$ cat config.mk
export PLATFORM = sky130hd
export DESIGN_NAME = display_capture
export DESIGN_NICKNAME = d
export VERILOG_FILES = /design/src/rtl/display_capture_pkg.sv /design/src/rtl/display_capture_seg7_decode.sv /design/src/rtl/display_capture.sv
export SDC_FILE = /design/constraint.sdc
export NUM_CORES = 1
export LEC_CHECK = 0
export ABC_AREA = 1
export CAP_MARGIN = 15
export CELL_PAD_IN_SITES_DETAIL_PLACEMENT = 1
export CELL_PAD_IN_SITES_GLOBAL_PLACEMENT = 2
export CORE_MARGIN = 5
export CORE_UTILIZATION = 35
export CTS_CLUSTER_DIAMETER = 120
export DETAILED_ROUTE_END_ITERATION = 7
export PLACE_DENSITY = 0.85
export SETUP_SLACK_MARGIN = 0.2
export SYNTH_ARGS = -nofsm -noshare
export SYNTH_HDL_FRONTEND = slang
export SYNTH_SLANG_ARGS = --single-unit
$ cat constraint.sdc
create_clock -name clk -period 3.1 [get_ports clk]
set_clock_uncertainty 0.1 [all_clocks]
set_input_delay 0.31 -clock clk [delete_from_list [all_inputs] [get_ports clk]]
set_output_delay 0.31 -clock clk [all_outputs]
set_load 0.005 [all_outputs]
$ cat src/rtl/display_capture_pkg.sv
// display_capture_pkg
//   Shared definitions for the 7-segment display path: active-low segment
//   patterns (g..a, dp excluded), the capture FSM state encoding, the debug
//   struct exported by display_capture, and small anode helpers.
//   The same pattern constants are used by the display driver.
package display_capture_pkg;

   typedef enum logic {
      ST_WAIT = 1'b0,
      ST_HOLD = 1'b1
   } cap_state_t;

   // Observable internals: FSM state and captured-digit mask.
   typedef struct packed {
      cap_state_t state;
      logic [3:0] mask;
   } cap_dbg_t;

   localparam logic [3:0] AN_BLANK = 4'b1111;

   // Active-low segment patterns, bit 6 = g ... bit 0 = a.
   localparam logic [6:0] SEG_0 = 7'b1000000;
   localparam logic [6:0] SEG_1 = 7'b1111001;
   localparam logic [6:0] SEG_2 = 7'b0100100;
   localparam logic [6:0] SEG_3 = 7'b0110000;
   localparam logic [6:0] SEG_4 = 7'b0011001;
   localparam logic [6:0] SEG_5 = 7'b0010010;
   localparam logic [6:0] SEG_6 = 7'b0000010;
   localparam logic [6:0] SEG_7 = 7'b1111000;
   localparam logic [6:0] SEG_8 = 7'b0000000;
   localparam logic [6:0] SEG_9 = 7'b0010000;
   localparam logic [6:0] SEG_A = 7'b0001000;
   localparam logic [6:0] SEG_B = 7'b0000011;
   localparam logic [6:0] SEG_C = 7'b1000110;
   localparam logic [6:0] SEG_D = 7'b0100001;
   localparam logic [6:0] SEG_E = 7'b0000110;
   localparam logic [6:0] SEG_F = 7'b0001110;

   // True when exactly one (active-low) anode is driven.
   function automatic logic one_cold(input logic [3:0] a);
      logic r;
      r = (a == 4'b1110) || (a == 4'b1101) || (a == 4'b1011) || (a == 4'b0111);
      return r;
   endfunction

   // Position of the single active anode; only meaningful when one_cold(a).
   function automatic logic [1:0] anode_index(input logic [3:0] a);
      logic [1:0] r;
      case (a)
         4'b1101: r = 2'd1;
         4'b1011: r = 2'd2;
         4'b0111: r = 2'd3;
         default: r = 2'd0;
      endcase
      return r;
   endfunction

endpackage

$ cat src/rtl/display_capture_seg7_decode.sv
// seg7_decode
//   Combinational 7-segment to hex decoder.
//   pattern : active-low segments g..a (dp not included)
//   nibble  : decoded hex digit (0 when not ok)
//   ok      : pattern is one of the sixteen hex glyphs
module seg7_decode
   import display_capture_pkg::*;
(
   input  logic [6:0] pattern,
   output logic [3:0] nibble,
   output logic       ok
);

   always_comb begin
      nibble = 4'h0;
      ok     = 1'b1;
      case (pattern)
         SEG_0:   nibble = 4'h0;
         SEG_1:   nibble = 4'h1;
         SEG_2:   nibble = 4'h2;
         SEG_3:   nibble = 4'h3;
         SEG_4:   nibble = 4'h4;
         SEG_5:   nibble = 4'h5;
         SEG_6:   nibble = 4'h6;
         SEG_7:   nibble = 4'h7;
         SEG_8:   nibble = 4'h8;
         SEG_9:   nibble = 4'h9;
         SEG_A:   nibble = 4'hA;
         SEG_B:   nibble = 4'hB;
         SEG_C:   nibble = 4'hC;
         SEG_D:   nibble = 4'hD;
         SEG_E:   nibble = 4'hE;
         SEG_F:   nibble = 4'hF;
         default: ok     = 1'b0;
      endcase
   end

endmodule

$ cat src/rtl/display_capture.sv
// display_capture
//   Reconstructs the 16-bit word shown on a multiplexed 4-digit 7-segment
//   display by sniffing its anode/segment lines.
//   clk     : single clock, rising edge
//   rst     : synchronous, active-high reset
//   an      : active-low anodes, an[0] = rightmost digit
//   seg     : active-low segments, seg[0]=a .. seg[6]=g, seg[7]=dp
//   value   : last complete word, digit for an[i] in value[4i+3:4i]
//   valid   : one-cycle pulse when value updates
//   seg_err : one-cycle pulse when a stable digit has an undecodable glyph
//   timeout : one-cycle pulse when a partial frame is discarded
//   dbg     : FSM state and captured-digit mask
//
// Handshake: there is no back-pressure; valid, seg_err and timeout are
// single-cycle strobes and value is stable between valid strobes.
//
// A digit is captured once per settle: the {an,seg} sample must stay
// unchanged for STABLE_CYCLES consecutive edges (sample held for
// STABLE_CYCLES+1 cycles) while exactly one anode is active.
module display_capture
   import display_capture_pkg::*;
#(
   parameter int STABLE_CYCLES  = 16,
   parameter int TIMEOUT_CYCLES = 65535
) (
   input  logic        clk,
   input  logic        rst,
   input  logic [3:0]  an,
   input  logic [7:0]  seg,
   output logic [15:0] value,
   output logic        valid,
   output logic        seg_err,
   output logic        timeout,
   output cap_dbg_t    dbg
);

   localparam int SW = $clog2(STABLE_CYCLES + 1);
   localparam int TW = $clog2(TIMEOUT_CYCLES + 1);
   localparam logic [SW-1:0] STAB_MAX = SW'(STABLE_CYCLES);
   localparam logic [TW-1:0] TMO_MAX  = TW'(TIMEOUT_CYCLES);

   // Input sample and its previous value.
   logic [3:0]    an_r, an_p;
   logic [7:0]    seg_r, seg_p;
   logic [SW-1:0] stab_cnt, stab_next;
   logic          same, cand;

   cap_state_t    state, state_next;
   logic          capture;

   logic [3:0]    nib;
   logic          dec_ok;
   logic [1:0]    idx;
   logic          accept, bad;

   logic [15:0]   shadow, shadow_n;
   logic [3:0]    mask, mask_n;
   logic [TW-1:0] tmo_cnt, tmo_n;
   logic          fire_valid, fire_tmo;

   seg7_decode u_decode (
      .pattern (seg_r[6:0]),
      .nibble  (nib),
      .ok      (dec_ok)
   );

   assign same = (an_r == an_p) && (seg_r == seg_p);
   assign cand = one_cold(an_r);
   assign idx  = anode_index(an_r);

   // Stability counter saturates so a long hold never wraps back through
   // STABLE_CYCLES.
   always_comb begin
      stab_next = '0;
      if (same && cand) begin
         stab_next = (stab_cnt == STAB_MAX) ? stab_cnt : stab_cnt + SW'(1);
      end
   end

   // FSM state register.
   always_ff @(posedge clk) begin
      if (rst) begin
         state <= ST_WAIT;
      end else begin
         state <= state_next;
      end
   end

   // FSM next state; capture fires only on the WAIT->HOLD edge.
   always_comb begin
      state_next = state;
      capture    = 1'b0;
      case (state)
         ST_WAIT: begin
            if (cand && same && (stab_next == STAB_MAX)) begin
               state_next = ST_HOLD;
               capture    = 1'b1;
            end
         end
         ST_HOLD: begin
            if (!same) begin
               state_next = ST_WAIT;
            end
         end
         default: state_next = ST_WAIT;
      endcase
   end

   assign accept = capture && dec_ok;
   assign bad    = capture && !dec_ok;

   // Frame assembly. Completion clears the mask first so a capture on the
   // same edge would start the next frame; a capture beats a timeout.
   always_comb begin
      mask_n     = mask;
      shadow_n   = shadow;
      tmo_n      = tmo_cnt;
      fire_valid = 1'b0;
      fire_tmo   = 1'b0;
      if (mask == 4'b1111) begin
         fire_valid = 1'b1;
         mask_n     = '0;
      end
      if (accept) begin
         shadow_n[{idx, 2'b00} +: 4] = nib;
         mask_n[idx]                 = 1'b1;
         tmo_n                       = '0;
      end else if (tmo_cnt == TMO_MAX) begin
         // Saturate while idle with nothing captured; discard otherwise.
         if (mask_n != '0) begin
            fire_tmo = 1'b1;
            mask_n   = '0;
            tmo_n    = '0;
         end
      end else begin
         tmo_n = tmo_cnt + TW'(1);
      end
   end

   always_ff @(posedge clk) begin
      if (rst) begin
         an_r     <= AN_BLANK;
         seg_r    <= 8'hFF;
         an_p     <= AN_BLANK;
         seg_p    <= 8'hFF;
         stab_cnt <= '0;
         shadow   <= '0;
         mask     <= '0;
         tmo_cnt  <= '0;
         value    <= '0;
         valid    <= 1'b0;
         seg_err  <= 1'b0;
         timeout  <= 1'b0;
      end else begin
         an_r     <= an;
         seg_r    <= seg;
         an_p     <= an_r;
         seg_p    <= seg_r;
         stab_cnt <= stab_next;
         shadow   <= shadow_n;
         mask     <= mask_n;
         tmo_cnt  <= tmo_n;
         valid    <= fire_valid;
         seg_err  <= bad;
         timeout  <= fire_tmo;
         if (fire_valid) begin
            value <= shadow;
         end
      end
   end

   assign dbg.state = state;
   assign dbg.mask  = mask;

endmodule
==> results.py <==
metrics = {
    "status": {
        "status": "finished clean",
    },
    "grt": {
        "antenna_found_initial": 0,
        "grt_pass1_vias": 3670,
        "busiest_layer": "met2",
        "grtUsageTotal_pct": 15.51,
        "grt_pass1_wl_um": 16760,
        "grt_max_degree": 25,
        "met2_usage_pct": 27.69,
        "grtUsageMet3_pct": 3.446,
        "gr-usage-met1_pct": 18.57,
        "grt_overflow": 0,
    },
    "clock_network": {
        "cts_hold_buf": 0,
        "tritoncts": "yes",
        "cts-root-buf": "clkbuf_16",
        "clock-sinks": 85,
        "clock_latency_ns": 0.34,
        "cts_setup_buffers": 0,
        "cts-resized-gates": 0,
        "clkTransAtPathRegs_ns": 0.06,
        "htree_num_levels": 3,
        "cts_buffers": 9,
        "cts_buffer_depth": 2,
    },
    "routing": {
        "drtAntennaViolNets": 0,
        "drt_iter0_markers": 125,
        "wl_um": 9589,
        "firstDrtPassIters": 4,
        "post_drt_wl_per_cell_um": 13.17,
        "drcViolationCount": 0,
        "num_vias": 3477,
        "via_per_inst": 4.776,
    },
    "synth": {
        "ys.flop_type": "dfxtp_1",
        "synth_area_leaders": "dfxtp_1, nand2_1, nor2_1",
        "yosysSeqAreaShare_pct": 43.23,
        "syn_avg_cell_area_sq_um": 7.183,
        "syn_area_sq_um": 3936,
        "ys_ff_latch": 85,
        "synth_edf_count": 0,
        "synthesis.nets": 572,
        "synth_fa_ha_area_share_pct": 3.179,
        "ys_types": 30,
        "synth_top_family_by_area": "simple AND/OR/NAND/NOR gates",
        "synth-xor-area-share_pct": 3.115,
        "synthCells": 548,
        "synth_top_cell_area_share_pct": 43.23,
        "yosys_warnings": 0,
        "synth_compound_area_share_pct": 8.741,
        "yosys.area.top_type": "dfxtp_1",
        "synthMuxAreaShare_pct": 0,
        "async_reset_ff_share_pct": 0,
        "synth_simple_gate_area_share_pct": 33.92,
    },
    "critical_path": {
        "path_buf_inv": 3,
        "cp_top_family": "simple AND/OR/NAND/NOR gates",
        "crit_path_end_kind": "flop",
        "crit_fanout": 9,
        "cp.required_ns": 3.27,
        "worstSetupPathType": "reg2reg",
        "critical_path.slowest_cell": "dfxtp_1",
        "crit_path_max_incr_delay_ns": 0.40,
        "path_cells": "nand2_1 > inv_1 > nand3_1 > nand2_1 > inv_1 > ha_1 > inv_1 > nand2_1 > a21oi_1 > nand3_1 > a21oi_1",
        "start_kind": "flop",
        "rrSetupSlack_ns": 0.67,
        "cp.arrival_ns": 2.60,
    },
    "die": {
        "dieWidth_um": 116.1,
        "start_util_pct": 36.00,
        "fp.dieArea_sq_um": 13470,
        "fp.dieH_um": 116.1,
        "rows": 38,
        "coreArea_sq_um": 10940,
        "io_pins": 38,
    },
    "pwr": {
        "p_total_w": 0.002251,
        "leakagePower_nw": 2.048,
        "max-vdd-ir-drop_uv": 285.7,
        "power_density_nw_per_um2": 479.7,
    },
    "sta": {
        "finalSetupTns_ns": 0,
        "fmax_mhz": 411.5,
        "rsz0062_at_grt": "no",
        "timing.final.crit_share_pct": 78.40,
        "slew_violations": 0,
        "relSlewSlack_pct": 50.06,
        "finalWorstSetupSlack_ns": 0.6697,
        "hold_viol_final": 0,
        "fin_crit_ns": 2.430,
        "worst_slew_pin_slew_ns": 0.7490,
        "setup_viol": 0,
    },
    "placed_design": {
        "portBuffers": 37,
        "routabilityCongestion": 0.8331,
        "post-place-ws_ns": 0.6964,
        "dpl.hpwl_um": 7285,
    },
    "cells_and_area": {
        "drive_above_1_share_pct": 9.014,
        "syn_to_final_growth_pct": 19.23,
        "final_nets": 608,
        "most-common-layout-cells": "nand2_1, dfxtp_1, nor2_1",
        "diodes": 0,
        "layout_commonest_cell": "nand2_1",
    },
    "job": {
        "max_cap_viol_count": 0,
    },
    "hold_path": {
        "min_path_type": "reg2reg",
    },
}
synthesized netlist by cell type, types with 3 or more instances:
| master | n |
|---|---|
| nand2_1 | 137 |
| dfxtp_1 | 85 |
| nor2_1 | 73 |
| inv_1 | 53 |
| a21oi_1 | 40 |
| nand3_1 | 38 |
| o21ai_0 | 21 |
| or2_2 | 13 |
| nand4_1 | 12 |
| ha_1 | 10 |
| xor2_1 | 9 |
| clkbuf_1 | 8 |
| inv_2 | 8 |
| nor3_1 | 7 |
| xnor2_1 | 5 |
| nor3_2 | 4 |
| buf_2 | 3 |
| nand2_2 | 3 |
| o21ai_1 | 3 |
logic make-up (layout without fill, tap and decap cells):
kind of cell / Yosys count / count (layout)
buffers and inverters: 76 / 116
xor gates and xnor gates: 14 / 14
adders and majority gates: 10 / 10
AOI/OAI and AO/OA: 67 / 67
and+or+nand+nor: 296 / 296
DFF: 85 / 85
state kept, by name (all words and copies together) (netlist names):
| signal | cells |
|---|---|
| shadow | 16 |
| an_p | 4 |
| stab_cnt | 5 |
| seg_p | 8 |
| an_r | 4 |
| seg_r | 8 |
| mask | 4 |
| value | 16 |
| timeout | 1 |
| tmo_cnt | 16 |
| state | 1 |
| valid | 1 |
| seg_err | 1 |
layout make-up:
cell class | count | area [sq um]
tap | 140 | 175.2
clock buffer | 12 | 246.5
sequential | 85 | 1702
fill | 1423 | 6242
multi-input combinational | 387 | 1927
timing repair buffer | 40 | 392.9
inverter | 61 | 229.0
clock inverter | 3 | 21.27
tightest hold or removal path: cells and delay by family, from the launching register on:
family	cells	cell delay (ns)
buffers and inverters	1	0.06
flip-flops	1	0.30
AO/OA/AOI/OAI	1	0.06
stage by stage:
step	hold WS (ns)	area, sq um	std cells	util [%]
final	0.3555	4693	728	42.92
after global routing	0.3837	4693	728	42.92
after global placement	0.3203	4425	713	40.47
after CTS	0.3624	4693	728	42.92
after floorplan	0.3138	3936	548	-
after detailed placement	0.3481	4425	713	40.47
final timing paths:
| kind | from | to | cells past startpoint |
|---|---|---|---|
| max | an_r[3]$_SDFF_PP1_ | shadow[0]$_SDFFE_PP0P_ | 11 |
| max reg2reg | an_r[3]$_SDFF_PP1_ | shadow[0]$_SDFFE_PP0P_ | 11 |
| min reg2reg | shadow[15]$_SDFFE_PP0P_ | value[15]$_SDFFE_PP0P_ | 2 |
| min | shadow[15]$_SDFFE_PP0P_ | value[15]$_SDFFE_PP0P_ | 2 |
where the power goes:
group	internal (W)	total [W]	switching (W)
Clock	0.000562	0.000981	0.000419
Sequential	0.00111	0.00113	0.0000199
Combinational	0.0000533	0.000140	0.0000866
per-layer routing:
layer	vias up	wire (um)
met2	46	4795
met4	0	136
li1	1810	-
met5	-	0
met3	8	333
met1	1613	4323
Power figures use the tool's default switching activity.
